## src/rtl/phy_port_sel_if.sv

```systemverilog
// Status and selection bundle between the per-PHY pollers, the port selector
// and the MAC-side consumers.
interface phy_port_sel_if #(
    parameter int PORT_NUM = 2,
    parameter int PW       = (PORT_NUM < 2) ? 1 : $clog2(PORT_NUM)
);
    logic [PORT_NUM-1:0]   port_up;
    logic [2*PORT_NUM-1:0] port_speed;
    logic [PORT_NUM-1:0]   port_duplex;
    logic                  force_en;
    logic [PW-1:0]         force_port;
    logic [PW-1:0]         active_port;
    logic                  link_up;
    logic [1:0]            speed;
    logic                  full_duplex;
    logic                  link_change;
    logic [15:0]           switch_count;

    modport master (
        output port_up, port_speed, port_duplex, force_en, force_port,
        input  active_port, link_up, speed, full_duplex, link_change, switch_count
    );

    modport slave (
        input  port_up, port_speed, port_duplex, force_en, force_port,
        output active_port, link_up, speed, full_duplex, link_change, switch_count
    );
endinterface

```

## src/rtl/phy_port_sel.sv

```systemverilog
// N-port PHY redundancy selector: debounces per-port link status, picks one
// active port (revertive, non-revertive or forced) and presents its link view.
module phy_port_sel #(
    parameter int PORT_NUM    = 2,
    parameter int PW          = (PORT_NUM < 2) ? 1 : $clog2(PORT_NUM),
    parameter int UP_DEBOUNCE = 1000,
    parameter int HOLD_CYCLES = 30000,
    parameter int REVERTIVE   = 0
) (
    input logic         clk,
    input logic         rst_n,
    phy_port_sel_if.slave bus
);

    localparam int DW = $clog2(UP_DEBOUNCE + 1);
    localparam int HW = $clog2(HOLD_CYCLES + 1);
    localparam logic [DW-1:0] DEB_MAX   = DW'(UP_DEBOUNCE);
    localparam logic [HW-1:0] HOLD_LOAD = HW'(HOLD_CYCLES);

    typedef enum logic [1:0] {
        S_NOLINK,
        S_ACTIVE,
        S_HOLD
    } state_t;

    state_t          state, state_nx;
    logic [PW-1:0]   active_port, port_nx;
    logic [HW-1:0]   hold_cnt, hold_nx;
    logic            pulse_nx;
    logic            link_change;
    logic [15:0]     switch_count;
    logic [1:0]      speed;
    logic            full_duplex;

    logic [DW-1:0]       deb_cnt [PORT_NUM];
    logic [PORT_NUM-1:0] qual;

    // Rise is debounced, loss of link drops the qualifier on the next edge.
    always_ff @(posedge clk or negedge rst_n) begin
        if (!rst_n) begin
            // NOTE: the debounce counters are ordinary flops, not a RAM, so they
            // take the async reset like every other piece of state.
            for (int i = 0; i < PORT_NUM; i++) deb_cnt[i] <= '0;
            qual <= '0;
        end else begin
            for (int i = 0; i < PORT_NUM; i++) begin
                if (!bus.port_up[i]) begin
                    deb_cnt[i] <= '0;
                    qual[i]    <= 1'b0;
                end else if (deb_cnt[i] != DEB_MAX) begin
                    // NOTE: state updates use <= so every flop samples pre-edge values.
                    deb_cnt[i] <= deb_cnt[i] + DW'(1);
                    if (deb_cnt[i] == DEB_MAX - DW'(1)) qual[i] <= 1'b1;
                end
            end
        end
    end

    logic          cand_valid, alt_valid, fcand_valid, act_qual;
    logic [PW-1:0] cand, alt;
    logic [1:0]    sel_speed;
    logic          sel_duplex;

    always_comb begin
        // NOTE: every output of this block gets a default first so no latch is inferred.
        cand_valid  = 1'b0;
        cand        = '0;
        alt_valid   = 1'b0;
        alt         = '0;
        fcand_valid = 1'b0;
        act_qual    = 1'b0;
        sel_speed   = 2'b00;
        sel_duplex  = 1'b0;
        // Scan downwards so the lowest qualified index is the one left standing.
        for (int i = PORT_NUM - 1; i >= 0; i--) begin
            if (qual[i]) begin
                cand_valid = 1'b1;
                cand       = PW'(i);
                if (active_port != PW'(i)) begin
                    alt_valid = 1'b1;
                    alt       = PW'(i);
                end
            end
            if (bus.force_port == PW'(i) && qual[i]) fcand_valid = 1'b1;
            if (active_port == PW'(i)) begin
                act_qual   = qual[i];
                sel_speed  = bus.port_speed[2*i +: 2];
                sel_duplex = bus.port_duplex[i];
            end
        end
    end

    always_comb begin
        state_nx = state;
        port_nx  = active_port;
        hold_nx  = hold_cnt;
        pulse_nx = 1'b0;
        unique case (state)
            S_NOLINK: begin
                if (bus.force_en) begin
                    if (fcand_valid) begin
                        port_nx  = bus.force_port;
                        state_nx = S_HOLD;
                        hold_nx  = HOLD_LOAD;
                        pulse_nx = 1'b1;
                    end
                end else if (cand_valid) begin
                    port_nx  = cand;
                    state_nx = S_HOLD;
                    hold_nx  = HOLD_LOAD;
                    pulse_nx = 1'b1;
                end
            end
            default: begin
                if (bus.force_en && !fcand_valid) begin
                    state_nx = S_NOLINK;
                    pulse_nx = 1'b1;
                end else if (bus.force_en && bus.force_port != active_port) begin
                    port_nx  = bus.force_port;
                    state_nx = S_HOLD;
                    hold_nx  = HOLD_LOAD;
                    pulse_nx = 1'b1;
                end else if (!act_qual) begin
                    pulse_nx = 1'b1;
                    if (alt_valid) begin
                        port_nx  = alt;
                        state_nx = S_HOLD;
                        hold_nx  = HOLD_LOAD;
                    end else begin
                        state_nx = S_NOLINK;
                    end
                end else if (state == S_ACTIVE && REVERTIVE != 0 && !bus.force_en &&
                             cand_valid && cand < active_port) begin
                    // A held force pins the port, so reverting only happens unforced.
                    port_nx  = cand;
                    state_nx = S_HOLD;
                    hold_nx  = HOLD_LOAD;
                    pulse_nx = 1'b1;
                end else if (state == S_HOLD) begin
                    if (hold_cnt > HW'(1)) begin
                        hold_nx = hold_cnt - HW'(1);
                    end else begin
                        hold_nx  = '0;
                        state_nx = S_ACTIVE;
                    end
                end
            end
        endcase
    end

    always_ff @(posedge clk or negedge rst_n) begin
        if (!rst_n) begin
            state        <= S_NOLINK;
            active_port  <= '0;
            hold_cnt     <= '0;
            link_change  <= 1'b0;
            switch_count <= '0;
            speed        <= 2'b00;
            full_duplex  <= 1'b0;
        end else begin
            state       <= state_nx;
            active_port <= port_nx;
            hold_cnt    <= hold_nx;
            link_change <= pulse_nx;
            if (pulse_nx && switch_count != 16'hFFFF) switch_count <= switch_count + 16'd1;
            // Speed/duplex track the port already selected, hence one cycle behind a switch.
            if (state != S_NOLINK) begin
                speed       <= sel_speed;
                full_duplex <= sel_duplex;
            end
        end
    end

    assign bus.active_port  = active_port;
    assign bus.link_up      = (state != S_NOLINK);
    assign bus.speed        = speed;
    assign bus.full_duplex  = full_duplex;
    assign bus.link_change  = link_change;
    assign bus.switch_count = switch_count;

endmodule

```

## src/flat_wrapper.sv

```systemverilog
// flat-port wrapper written by rule: the top's interface ports become plain ports
module phy_port_sel_flat 
#(
    parameter int PORT_NUM    = 2,
    parameter int PW          = (PORT_NUM < 2) ? 1 : $clog2(PORT_NUM),
    parameter int UP_DEBOUNCE = 1000,
    parameter int HOLD_CYCLES = 30000,
    parameter int REVERTIVE   = 0
)
  (clk, rst_n, bus_port_up, bus_port_speed, bus_port_duplex, bus_force_en, bus_force_port, bus_active_port, bus_link_up, bus_speed, bus_full_duplex, bus_link_change, bus_switch_count);
  phy_port_sel_if #(.PORT_NUM(PORT_NUM), .PW(PW)) bus_i ();
  input logic clk;
  input logic rst_n;
  input wire logic [$bits(bus_i.port_up)-1:0] bus_port_up;
  input wire logic [$bits(bus_i.port_speed)-1:0] bus_port_speed;
  input wire logic [$bits(bus_i.port_duplex)-1:0] bus_port_duplex;
  input wire logic [$bits(bus_i.force_en)-1:0] bus_force_en;
  input wire logic [$bits(bus_i.force_port)-1:0] bus_force_port;
  output wire logic [$bits(bus_i.active_port)-1:0] bus_active_port;
  output wire logic [$bits(bus_i.link_up)-1:0] bus_link_up;
  output wire logic [$bits(bus_i.speed)-1:0] bus_speed;
  output wire logic [$bits(bus_i.full_duplex)-1:0] bus_full_duplex;
  output wire logic [$bits(bus_i.link_change)-1:0] bus_link_change;
  output wire logic [$bits(bus_i.switch_count)-1:0] bus_switch_count;
  assign bus_i.port_up = bus_port_up;
  assign bus_i.port_speed = bus_port_speed;
  assign bus_i.port_duplex = bus_port_duplex;
  assign bus_i.force_en = bus_force_en;
  assign bus_i.force_port = bus_force_port;
  assign bus_active_port = bus_i.active_port;
  assign bus_link_up = bus_i.link_up;
  assign bus_speed = bus_i.speed;
  assign bus_full_duplex = bus_i.full_duplex;
  assign bus_link_change = bus_i.link_change;
  assign bus_switch_count = bus_i.switch_count;
  phy_port_sel #(.PORT_NUM(PORT_NUM), .PW(PW), .UP_DEBOUNCE(UP_DEBOUNCE), .HOLD_CYCLES(HOLD_CYCLES), .REVERTIVE(REVERTIVE)) u_core (.clk(clk), .rst_n(rst_n), .bus(bus_i));
endmodule
```

## config.mk

```make
export PLATFORM = sky130hd
export DESIGN_NAME = phy_port_sel_flat
export DESIGN_NICKNAME = d
export VERILOG_FILES = /design/src/rtl/phy_port_sel_if.sv /design/src/rtl/phy_port_sel.sv /design/src/flat_wrapper.sv
export SDC_FILE = /design/constraint.sdc
export NUM_CORES = 1
export LEC_CHECK = 0
export BUFFER_PORTS_ARGS = -buffer_cell sky130_fd_sc_hd__clkbuf_2
export CORE_UTILIZATION = 58
export CTS_CLUSTER_DIAMETER = 100
export DETAILED_ROUTE_END_ITERATION = 6
export GPL_TIMING_DRIVEN = 0
export PLACE_DENSITY = 0.83
export REMOVE_ABC_BUFFERS = 1
export SLEW_MARGIN = 20
export SYNTH_ARGS = -nofsm -noshare
export SYNTH_HDL_FRONTEND = slang
export SYNTH_SLANG_ARGS = --single-unit
```

## constraint.sdc

```tcl
create_clock -name clk -period 5.02 [get_ports clk]
set_input_delay 0.753 -clock clk [delete_from_list [all_inputs] [get_ports clk]]
set_output_delay 0.753 -clock clk [all_outputs]
set_load 0.02 [all_outputs]
```

### Word-level counts from Yosys, hierarchy flattened

Cells that the tools add are included.

| storage, ports and cells | value |
|---|---|
| bits in registers | 60 |
| bits of input ports | 12 |
| output and inout bits | 22 |
| word-level logic and storage cells | 109 |

| cells by class | value |
|---|---|
| $add $sub $neg | 4 |
| order comparisons | 1 |
| equality and inequality tests | 18 |
| muxes and demuxes | 59 |
| bitwise gates (word level) | 1 |
| reductions and logical operators | 15 |

Operators with widths:

| cell | count |
|---|---|
| $mux W15 | 10 |
| $mux W10 | 4 |
| $mux W1 | 34 |
| $mux W2 | 11 |
| $add A10 B1 Y10 const B | 2 |
| $eq A10 B10 Y1 const B | 2 |
| $ne A10 B10 Y1 const B | 2 |
| $add A16 B1 Y16 const B | 1 |
| $ne A16 B16 Y1 const B | 1 |
| $gt A15 B1 Y1 const B | 1 |
| $sub A15 B1 Y15 const B | 1 |
| $ne A5 B5 Y1 const B | 2 |
| $reduce_and A5 Y1 | 2 |
| $ne A2 B1 Y1 const B | 4 |
| $ne A3 B2 Y1 const B | 2 |
| $logic_and A1 B1 Y1 | 5 |
| $ne A4 B4 Y1 const B | 1 |
| $reduce_and A2 Y1 | 2 |
| $reduce_and A4 Y1 | 1 |
| $reduce_bool A4 Y1 | 1 |
| $ne A3 B3 Y1 const B | 1 |
| $reduce_bool A3 Y1 | 1 |
| $eq A2 B2 Y1 const B | 1 |
| $logic_not A2 Y1 | 1 |
| other kinds (5) | 5 |

### Longest topological paths before layout

Gate-level depths: netlist (run 1).

| depth | value |
|---|---|
| depth in word-level cells | 9 |
| gate-level depth with buffers | 8 |
| mapped depth without buffers | 7 |

### Worst setup path after synthesis (run 1)

No wires, ideal clock.

| timing path | value |
|---|---|
| path type | input -> register |
| from | input port bus_force_port |
| to | register u_core.hold_cnt[11] |
| library setup time | 0.092 ns |
| data arrival time | 2.307 ns |
| data required time | 4.928 ns |
| slack | 2.621 ns |
| stages | 7 |
| buffers on the path | 2 |
| cells stage by stage | buf_2 nand2b_1 a22o_1 a221o_1 or3_1 buf_2 o31ai_2 |

| between the ends | value |
|---|---|
| cells in the longest elaborated chain, start to end | 7 |
| elaborated cells between the ends (all ways) | 17 |
| those cells by class | eq/ne (4); mux (5); bitwise (1); reduce/logical (7) |

RTL lines:

| item | line | text |
|---|---|---|
| from (decl) | flat_wrapper.sv:18 | `input wire logic [$bits(bus_i.force_port)-1:0] bus_force_port;` |
| $logic_and A1 B1 Y1 or $not A1 Y1 (tied branches) | phy_port_sel.sv:84 | `if (bus.force_port == PW'(i) && qual[i]) fcand_valid = 1'b1;` |
| $mux W1 or $logic_and A1 B1 Y1 (tied branches) | phy_port_sel.sv:84 |  |
| $mux W1 | phy_port_sel.sv:84 |  |
| $logic_not A1 Y1 | phy_port_sel.sv:115 | `if (bus.force_en && !fcand_valid) begin` |
| $logic_and A1 B1 Y1 | phy_port_sel.sv:115 |  |
| $ne A2 B2 Y1 (no line) | n/a |  |
| $reduce_and A5 Y1 (no line) | n/a |  |
| to (signal assigned) | phy_port_sel.sv:163 | `hold_cnt <= hold_nx;` |
| to (decl) | phy_port_sel.sv:28 | `logic [HW-1:0] hold_cnt, hold_nx;` |

Several ways; a longest one is shown, not always the timed one. The select of a mux whose other input is x is not followed.
A chain may end at the register's enable or synchronous reset.

### Final worst setup path (run 1)

| timing path | value |
|---|---|
| from | register u_core.active_port, in the netlist u_core.bus.active_port |
| to | register u_core.hold_cnt[9] |

| between the ends | value |
|---|---|
| cells in the longest elaborated chain, start to end | 6 |
| elaborated cells between the ends (all ways) | 14 |
| those cells by class | eq/ne (2); mux (9); reduce/logical (3) |

RTL lines:

| item | line | text |
|---|---|---|
| from (decl) | phy_port_sel.sv:27 | `logic [PW-1:0] active_port, port_nx;` |
| from (signal assigned) | phy_port_sel.sv:162 | `active_port <= port_nx;` |
| $mux W1 | phy_port_sel.sv:79 | `if (active_port != PW'(i)) begin` |
| $mux W1 | phy_port_sel.sv:76 | `if (qual[i]) begin` |
| $mux W1 | phy_port_sel.sv:79 |  |
| $mux W1 | phy_port_sel.sv:76 |  |
| $reduce_bool A4 Y1 (no line) | n/a |  |
| $reduce_and A5 Y1 (no line) | n/a |  |

Several ways; a longest one is shown, not always the timed one. The select of a mux whose other input is x is not followed.

==> results of run 1 <==
-- synthesized netlist by cell type, types with 2 or more instances --
cell,number,area (sq um)
buf_2,4,20.0
o31a_1,4,35.0
ha_1,7,87.6
nor2_1,24,90.1
o21bai_1,2,15.0
mux2_2,4,45.0
o211a_1,2,20.0
and3_1,2,12.5
nor4b_1,2,17.5
o21ai_0,18,90.1
o22ai_1,3,18.8
and2_1,20,125
o2bb2ai_1,2,17.5
dfrtp_1,60,1500
o21ai_2,2,17.5
nor2b_1,6,37.5
nand4_1,8,50.1
mux2i_1,5,50.1
nor4_1,6,37.5
or4_1,4,30.0
clkbuf_1,8,30.0
nand3_1,18,90.1
o221ai_1,2,17.5
nor3_1,16,80.1
o211ai_1,2,15.0
inv_1,14,52.6
a31oi_1,4,25.0
nand2_1,35,131
o31ai_2,2,25.0
xor2_1,17,149
or3_1,3,18.8
a32oi_1,5,43.8
or3b_2,2,17.5
nand2b_1,4,25.0
o21a_1,3,22.5
a21oi_1,6,30.0
xnor2_1,12,105
-- critical path, stage by stage (launching register included) --
cell	delay, ns
dfrtp_1	0.65
mux2i_1	0.28
nor2_1	0.08
a221o_1	0.63
or3_1	0.62
o31ai_2	0.25
-- where the power goes --
group | internal, uW | total [uW] | switching, uW
combinational | 17.0 | 43.5 | 26.5
sequential | 491 | 500 | 8.47
clock | 356 | 544 | 188
total | 864 | 1090 | 223
-- cell usage in the layout, fill, tap and decap left out, types with 3 or more instances in the layout --
master,netlist,final
a21oi_1,6,6
a31oi_1,4,4
a32oi_1,5,5
and2_1,20,20
bufinv_16,0,3
clkbuf_2,0,32
clkbuf_8,0,11
dfrtp_1,60,60
ha_1,7,7
inv_1,14,14
mux2_2,4,4
mux2i_1,5,5
nand2_1,35,35
nand2b_1,4,4
nand3_1,18,18
nand4_1,8,8
nor2_1,24,24
nor2b_1,6,6
nor3_1,16,16
nor4_1,6,6
o21a_1,3,3
o21ai_0,18,18
o22ai_1,3,3
o31a_1,4,4
or3_1,3,3
or4_1,4,4
xnor2_1,12,12
xor2_1,17,17
-- metrics by stage --
stage / hold slack, ns / power [uW]
after floorplan: 0.457 / 528
after global placement: 0.468 / 549
after detailed placement: 0.476 / 553
after CTS: 0.346 / 1100
after global routing: 0.373 / 1130
final: 0.346 / 1090
-- registers in the layout (all words and copies together) (netlist names) --
| name | count |
|---|---|
| u_core.bus.active_port | 1 |
| u_core.bus.full_duplex | 1 |
| u_core.bus.link_change | 1 |
| u_core.bus.speed | 2 |
| u_core.bus.switch_count | 16 |
| u_core.deb_cnt | 20 |
| u_core.hold_cnt | 15 |
| u_core.qual | 2 |
| u_core.state | 2 |
-- metal layers --
layer	routed length (um)	GRT usage [%]	vias to the layer above
met5	0	0	-
met4	99	10.2	0
met3	289	6.59	12
met2	3060	37.6	51
met1	2900	30.2	1239
li1	-	-	1306
-- final cells by class --
class | instances | area, sq um
Clock buffer | 12 | 155
Inverter | 14 | 52.6
Tap cell | 72 | 90.1
Timing Repair Buffer | 34 | 188
Clock inverter | 4 | 95.1
Multi-Input combinational cell | 261 | 1670
Fill cell | 457 | 1760
Sequential cell | 60 | 1500
-- worst paths after layout --
path | start | end | cells after the start | slack [ns]
max in group asynchronous | rst_n | u_core.qual[1] | 2 | 4.18
setup / recovery | u_core.bus.active_port | u_core.hold_cnt[9] | 5 | 2.41
min in group clk | u_core.bus.full_duplex | u_core.bus.full_duplex | 2 | 0.48
hold reg to reg | u_core.bus.full_duplex | u_core.bus.full_duplex | 2 | 0.48
hold / removal | rst_n | u_core.bus.active_port | 1 | 0.35
setup reg to reg | u_core.bus.active_port | u_core.hold_cnt[9] | 5 | 2.41
-- cells by family (layout without fill, tap and decap cells) --
family,after synthesis,after routing,synth area share (%)
flops,60,60,45.6
simple gates,155,155,24.4
fa+ha+maj,7,7,2.66
xor+xnor,29,29,7.71
compound gates,61,61,13.0
mux,9,9,2.89
buf+inv,29,64,3.80
==> impl_metrics.json, run 1 <==
{
  "status": "complete, but fails checks",
  "failed_checks": "design-rule violations",
  "initialDrtViolationCount": 128,
  "ant_nets": 0,
  "h-tree-depth": 3,
  "grt_pass1_wl_mm": 11.1,
  "row_count": 27,
  "ys_warn_count": 0,
  "die_area_sq_mm": 0.00599,
  "start_util_pct": 59.9,
  "gp_congestion": 0.817,
  "cts_root_buffer": "clkbuf_8",
  "nNetsFinal": 399,
  "drc_errors": 2,
  "postCtsSetupBuffers": 0,
  "drive_gt1_share_pct": 15.8,
  "rsz0062_at_grt": "false",
  "die_h_um": 77.4,
  "cts_hold_buf": 0,
  "maxCapViolCount": 0,
  "cts_resized": 0,
  "worstHoldPathType": "primary input to async pin",
  "fin_crit_ns": 2.61,
  "synthToLayoutAreaGrowth_pct": 13.8,
  "clk_latency_ns": 0.34,
  "grt_max_degree": 36,
  "slew_headroom_pct": 26.7,
  "cts_tree": "built",
  "cellLeakagePower_uw": 0.00180,
  "grtUsageTotal_pct": 23.6,
  "crit_type": "flop to flop",
  "arrival_ns": 2.86,
  "routed_wl_mm": 6.35,
  "peakVddDrop_v": 0.000170,
  "grt_pass1_vias": 2459,
  "drt_pre_antenna_iters": 6,
  "vias_per_cell": 5.71,
  "final_cells": 457,
  "path_clk_slew_ns": 0.07,
  "cts_sinks": 60,
  "start_kind": "flop",
  "wl_per_cell_um": 13.9,
  "portBuffers": 33,
  "ys_async_sr_fraction_pct": 100,
  "synth_area_sq_mm": 0.00330,
  "power.density_mw_per_mm2": 290,
  "num_vias": 2608,
  "seq_area_frac_synth_pct": 45.6,
  "final_core_util_pct": 68.1,
  "critPathCaptureType": "flop",
  "die_w_um": 77.4,
  "core_sq_mm": 0.00551,
  "maxSlewViolCount": 0,
  "synth_edf_count": 0,
  "synth_seq_cells": 60,
  "clockBufferDepth": 2,
  "netlist_instances": 350,
  "synthDistinctLibCells": 49,
  "crit_fanout": 23,
  "worst_pin_slew_ns": 1.09,
  "max_freq_mhz": 384,
  "fin_area_sq_mm": 0.00375,
  "period_share_pct": 51.9,
  "cts_buffers": 9,
  "syn_avg_cell_area_sq_um": 9.42,
  "grt-ovfl-total": 0,
  "setup_violations": 0,
  "placed_cell_area_sq_mm": 0.00350,
  "place_ws_ns": 2.11,
  "n_antenna_cell": 0,
  "finalClockSkew_ns": 0.00665,
  "setup_tns_ns": 0,
  "dp_hpwl_mm": 4.39,
  "hold_viol_final": 0,
  "grt_antenna_before_repair": 0,
  "dp_cells": 441,
  "worst_slack_ns": 2.41,
  "ys.flop_type": "dfrtp_1",
  "worst_ep_required_time_ns": 5.27,
  "ios": 34
}
Note: power is estimated with default switching activity, not from simulation.
==> inputs of run 2 (changes only) <==
clock period = 2.7 ns   (was 5.02 ns; I/O delays follow)
==> run 2 against run 1 <==
Effect of this change: highest routed layer unchanged; wire length grew 0.27%; worst setup slack got worse by 2.2 ns; clock power up 86%; the flow still finishes with violations (design-rule violations); largest cell class unchanged; utilization up 0.25 points.
==> impl_metrics.json, run 2 (synthesis results as in run 1) <==
{
  "core_sq_mm": 0.00551,
  "crit_fanout": 23,
  "path_clk_slew_ns": 0.07,
  "drive_gt1_share_pct": 16.3,
  "reg.largest.list": "u_core.deb_cnt: 20 flops, u_core.bus.switch_count: 16 flops, u_core.hold_cnt: 15 flops",
  "wl_met3_um": 234,
  "arrival_ns": 2.72,
  "worst_pin_slew_ns": 1.11,
  "critPathCaptureType": "flop",
  "reg2reg_from": "u_core.bus.active_port",
  "drt_pre_antenna_iters": 6,
  "portBuffers": 33,
  "cp.depth": 5,
  "start_util_pct": 59.9,
  "multi_input_area_sq_mm": 0.00167,
  "cts_buffers": 9,
  "wl_met1_mm": 2.98,
  "die_h_um": 77.4,
  "cp_slowest_cell": "a221o_1",
  "die_area_sq_mm": 0.00599,
  "hold_depth": 3,
  "cp_top_family": "compound AO/OA/AOI/OAI gates",
  "fillCellCount": 457,
  "p_total_uw": 2020,
  "num_vias": 2627,
  "cts_root_buffer": "clkbuf_8",
  "worst_ep_required_time_ns": 2.95,
  "h-tree-depth": 3,
  "die_w_um": 77.4,
  "clk_latency_ns": 0.35,
  "slew_headroom_pct": 25.4,
  "power.density_mw_per_mm2": 537,
  "row_count": 27,
  "wl_per_cell_um": 13.9,
  "cp-startpoint": "u_core.bus.active_port",
  "rsz0062_at_grt": "false",
  "maxCapViolCount": 0,
  "r2r_cells": 5,
  "seq_area_sq_mm": 0.00150,
  "peakVddDrop_v": 0.000316,
  "gp_congestion": 0.817,
  "grt_pass1_wl_mm": 11.1,
  "grt-ovfl-total": 0,
  "largest_reg_flops": 20,
  "vias_per_cell": 5.74,
  "synthToLayoutAreaGrowth_pct": 14.2,
  "wl_met2_mm": 3.06,
  "ant_nets": 0,
  "fin_crit_ns": 2.46,
  "ios": 34,
  "grt_pass1_vias": 2456,
  "top_register": "u_core.deb_cnt",
  "period_share_pct": 91.2,
  "initialDrtViolationCount": 143,
  "slowest_delay_ns": 0.63,
  "cellLeakagePower_uw": 0.00181,
  "clockBufferDepth": 2,
  "max_freq_mhz": 406,
  "finalClockSkew_ns": 0.00666,
  "crit_type": "flop to flop",
  "status": "complete, but fails checks",
  "layout_common_cells": "dfrtp_1 (59), nand2_1 (35), clkbuf_2 (32), nor2_1 (23), and2_1 (20)",
  "cts_tree": "built",
  "final_common_cell": "dfrtp_1",
  "grtUsageTotal_pct": 23.6,
  "routed_wl_mm": 6.37,
  "start_kind": "flop",
  "grt_max_degree": 36,
  "critPathCapture": "u_core.hold_cnt[9]",
  "timing.reg2reg.setup_slack_ns": 0.24,
  "dp_hpwl_mm": 4.39,
  "hold_viol_final": 0,
  "drc_errors": 2,
  "setup_violations": 0,
  "maxSlewViolCount": 0,
  "reg2reg_to": "u_core.hold_cnt[9]",
  "cp_cell_sequence": "mux2i_1, nor2_1, a221o_1, or3_1, o31ai_2",
  "crit_buf_inv": 0,
  "failed_checks": "design-rule violations",
  "grt_antenna_before_repair": 0,
  "n_antenna_cell": 0,
  "top_layer_used": "met4",
  "worstHoldPathType": "primary input to flop",
  "nNetsFinal": 400,
  "setup_tns_ns": 0,
  "cts_sinks": 60
}
run 2: layout make-up:
| type | instances | share of cell area (%) |
|---|---|---|
| Inverter | 14 | 1.40 |
| Timing Repair Buffer | 35 | 5.25 |
| Multi-Input combinational cell | 261 | 44.4 |
| Tap cell | 72 | 2.39 |
| Sequential cell | 60 | 39.9 |
| Clock inverter | 4 | 2.53 |
| Clock buffer | 12 | 4.12 |
run 2: how the worst min path moves through the flow:
| stage | from | end |
|---|---|---|
| floorplan | rst_n | u_core.bus.active_port |
| global placement | u_core.bus.full_duplex | u_core.bus.full_duplex |
| detailed placement | rst_n | u_core.hold_cnt[0] |
| CTS | bus_port_speed[1] | u_core.bus.speed[1] |
| global route | bus_port_speed[1] | u_core.bus.speed[1] |
| finish | bus_port_duplex[0] | u_core.bus.full_duplex |
run 2: worst reg2reg max path, delay by kind of cell, from the launching register on:
kind,cells,cell delay (ns)
AOI/OAI and AO/OA,2,0.88
DFF,1,0.53
muxes,1,0.26
and+or+nand+nor,2,0.70
run 2: per-stage QoR:
| step | hold WS, ns | setup WS [ns] | util, % | area [sq um] | cells |
|---|---|---|---|---|---|
| 5_1_grt | 0.376 | 0.0916 | 68.4 | 3760 | 458 |
| 3_3_place_gp | 0.468 | 0.134 | 63.2 | 3480 | 440 |
| 6_report | 0.349 | 0.237 | 68.4 | 3760 | 458 |
| 4_1_cts | 0.337 | 0.0946 | 68.3 | 3760 | 458 |
| 3_5_place_dp | 0.370 | 0.103 | 63.6 | 3500 | 441 |
| 2_1_floorplan | 0.109 | 0.334 | - | 3220 | 335 |
run 2: what timing repair did:
item	4_1_cts	5_1_grt
gates resized for setup	0	2
hold buffers	1	0
hold endpoints to repair	5	0
setup buffers	0	0
setup endpoints to repair	0	9
run 2: where the power goes:
part | switching (uW) | internal (uW) | total [uW]
clock | 349 | 662 | 1010
combinational | 49.8 | 32.5 | 82.3
sequential | 15.8 | 913 | 929
run 2: layer usage:
layer  global-route usage [%]  up-vias
met1                     30.2     1266
met3                     6.59       15
li1                         -     1308
met5                        0        -
met2                     37.5       38
met4                     10.2        0
==> inputs of run 3 (changes only) <==
CORE_ASPECT_RATIO = 1.1   (was unset)
PLACE_DENSITY = 0.79   (was 0.83)
==> run 3 against run 2 <==
Effect of this change: combinational power is essentially flat; sequential cell count is the same; critical endpoint is now u_core.bus.switch_count[15]; the run now ends clean; wire length shrank 0.69%; sequential power is essentially flat; cell count grew 0.44%; clock-buffer cell count shrank 1; power shrank 17%; worst hold slack lost 0.33 ns; die area is essentially flat; maximum frequency shrank 1.6%; critical path depth grew 1.
==> impl_metrics.json, run 3 (synthesis results as in run 1) <==
{
  "status": "finished, final reports clean",
  "largest_reg_flops": 20,
  "die_h_um": 81.1,
  "finalClockSkew_ns": 0.00916,
  "crit_fanout": 12,
  "grt_util_met1_pct": 29.5,
  "grt_pass1_wl_mm": 10.9,
  "rsz0062_at_grt": "false",
  "final_core_util_pct": 67.6,
  "setup_violations": 0,
  "start_util_pct": 60.7,
  "grtUsageMet2_pct": 40.3,
  "intPower_uw": 1270,
  "grt_pass1_vias": 2553,
  "die_area_sq_mm": 0.00599,
  "timing.reg2reg.setup_slack_ns": 0.20,
  "cts_sinks": 60,
  "fin_crit_ns": 2.50,
  "h-tree-depth": 3,
  "grt-busiest-layer": "met2",
  "drive_gt1_share_pct": 16.1,
  "final_common_cell": "dfrtp_1",
  "clk_latency_ns": 0.34,
  "n_antenna_cell": 0,
  "dp_hpwl_mm": 4.32,
  "gp_congestion": 0.824,
  "hold_viol_final": 0,
  "maxCapViolCount": 0,
  "grt_antenna_before_repair": 0,
  "p_total_uw": 1680,
  "layout_common_cells": "dfrtp_1 (59), nand2_1 (35), clkbuf_2 (32), nor2_1 (24), and2_1 (20)",
  "use_met3_pct": 4.47,
  "wl_per_cell_um": 13.7,
  "cts_buffers": 9,
  "p_sw_share_pct": 24.4,
  "core_sq_mm": 0.00543,
  "die_w_um": 73.9,
  "max_freq_mhz": 399,
  "arrival_ns": 2.72,
  "switchingPower_uw": 411,
  "num_vias": 2615,
  "grt_max_degree": 33,
  "setup_tns_ns": 0,
  "cts_tree": "built",
  "clockBufferDepth": 2,
  "p_clk_share_pct": 40.0,
  "ant_nets": 0,
  "top_register": "u_core.deb_cnt",
  "drt_pre_antenna_iters": 4,
  "power.density_mw_per_mm2": 458,
  "cellLeakagePower_uw": 0.00176,
  "reg2reg_from": "u_core.state[0]",
  "portBuffers": 33,
  "cts_root_buffer": "clkbuf_8",
  "maxSlewViolCount": 0,
  "reg.largest.list": "u_core.deb_cnt: 20 flops, u_core.bus.switch_count: 16 flops, u_core.hold_cnt: 15 flops",
  "reg2reg_to": "u_core.bus.switch_count[15]",
  "worstHoldPathType": "primary input to async pin",
  "start_kind": "flop",
  "peakVddDrop_v": 0.000316,
  "vias_per_cell": 5.68,
  "slew_headroom_pct": 50.6,
  "row_count": 28,
  "worst_slack_ns": 0.195,
  "drc_errors": 0,
  "postCtsSetupBuffers": 0,
  "combPwrFrac_pct": 4.9,
  "place_ws_ns": 0.0750,
  "period_share_pct": 92.8,
  "worst_ep_required_time_ns": 2.92,
  "r2r_cells": 6,
  "grt-ovfl-total": 0,
  "whs_ns": 0.0192,
  "ios": 34,
  "initialDrtViolationCount": 179,
  "grtUsageTotal_pct": 24.1,
  "critPathCaptureType": "flop",
  "synthToLayoutAreaGrowth_pct": 11.4,
  "p_seq_share_pct": 55.1,
  "crit_type": "flop to flop",
  "worst_pin_slew_ns": 0.740,
  "nNetsFinal": 399,
  "path_clk_slew_ns": 0.06,
  "routed_wl_mm": 6.32
}
[run 3: cell types whose count changed in the layout (fill, tap and decap cells not counted)]
cell and change:
bufinv_16 -3, clkbuf_1 +1, clkbuf_8 -2, clkinv_2 +3, clkinv_4 +1, dlygate4sd3_1 -1, nor2_1 +1, nor2_2 -1
nor4_1 -1, nor4_2 +1
[run 3: critical path: stages, from the launching register on]
cell      delay (ns)
dfrtp_1         0.47
nor2_1          0.57
inv_1           0.19
a21oi_1         0.28
o211ai_1        0.17
nor4_1          0.34
mux2_2          0.37
[run 3: power groups by stage]
stage	Clock, uW	Combinational, uW	Sequential, uW
after global routing	728	97.9	930
after CTS	686	85.0	928
after floorplan	0	40.2	942
after detailed placement	0	84.6	945
final	673	82.6	928
after global placement	0	77.2	944
[run 3: per-stage QoR]
stage | cells | instance area, sq um
after floorplan | 335 | 3220
after global placement | 443 | 3480
after detailed placement | 444 | 3500
after CTS | 460 | 3660
after global routing | 460 | 3670
final | 460 | 3670
[run 3: cell type report]
cell class | count | area [sq um]
Sequential cell | 60 | 1500
Inverter | 14 | 52.6
Clock buffer | 11 | 131
Tap cell | 75 | 93.8
Fill cell | 424 | 1760
Multi-Input combinational cell | 261 | 1680
Timing Repair Buffer | 34 | 188
Clock inverter | 5 | 28.8
[run 3: what timing repair did]
item | in CTS | in global routing
setup endpoints to repair | 0 | 6
resized for setup | 0 | 1
hold buffers | 0 | 0
[run 3: worst max path at each step]
stage,startpoint,endpoint,slack (ns),cells past startpoint
final,u_core.state[0],u_core.bus.switch_count[15],0.20,6
after global routing,u_core.state[0],u_core.bus.switch_count[15],0.006,6
after CTS,u_core.bus.active_port,u_core.hold_cnt[9],0.06,5
after detailed placement,u_core.bus.active_port,u_core.hold_cnt[11],0.07,5
after global placement,u_core.bus.active_port,u_core.hold_cnt[11],0.11,5
after floorplan,u_core.bus.active_port,u_core.hold_cnt[11],0.33,5
[run 3: routing by layer]
metal  share of wire [%]  wire length [um]
met5                   0                 0
met4                 1.9               117
met3                 3.3               207
met2                  49              3110
met1                  46              2890
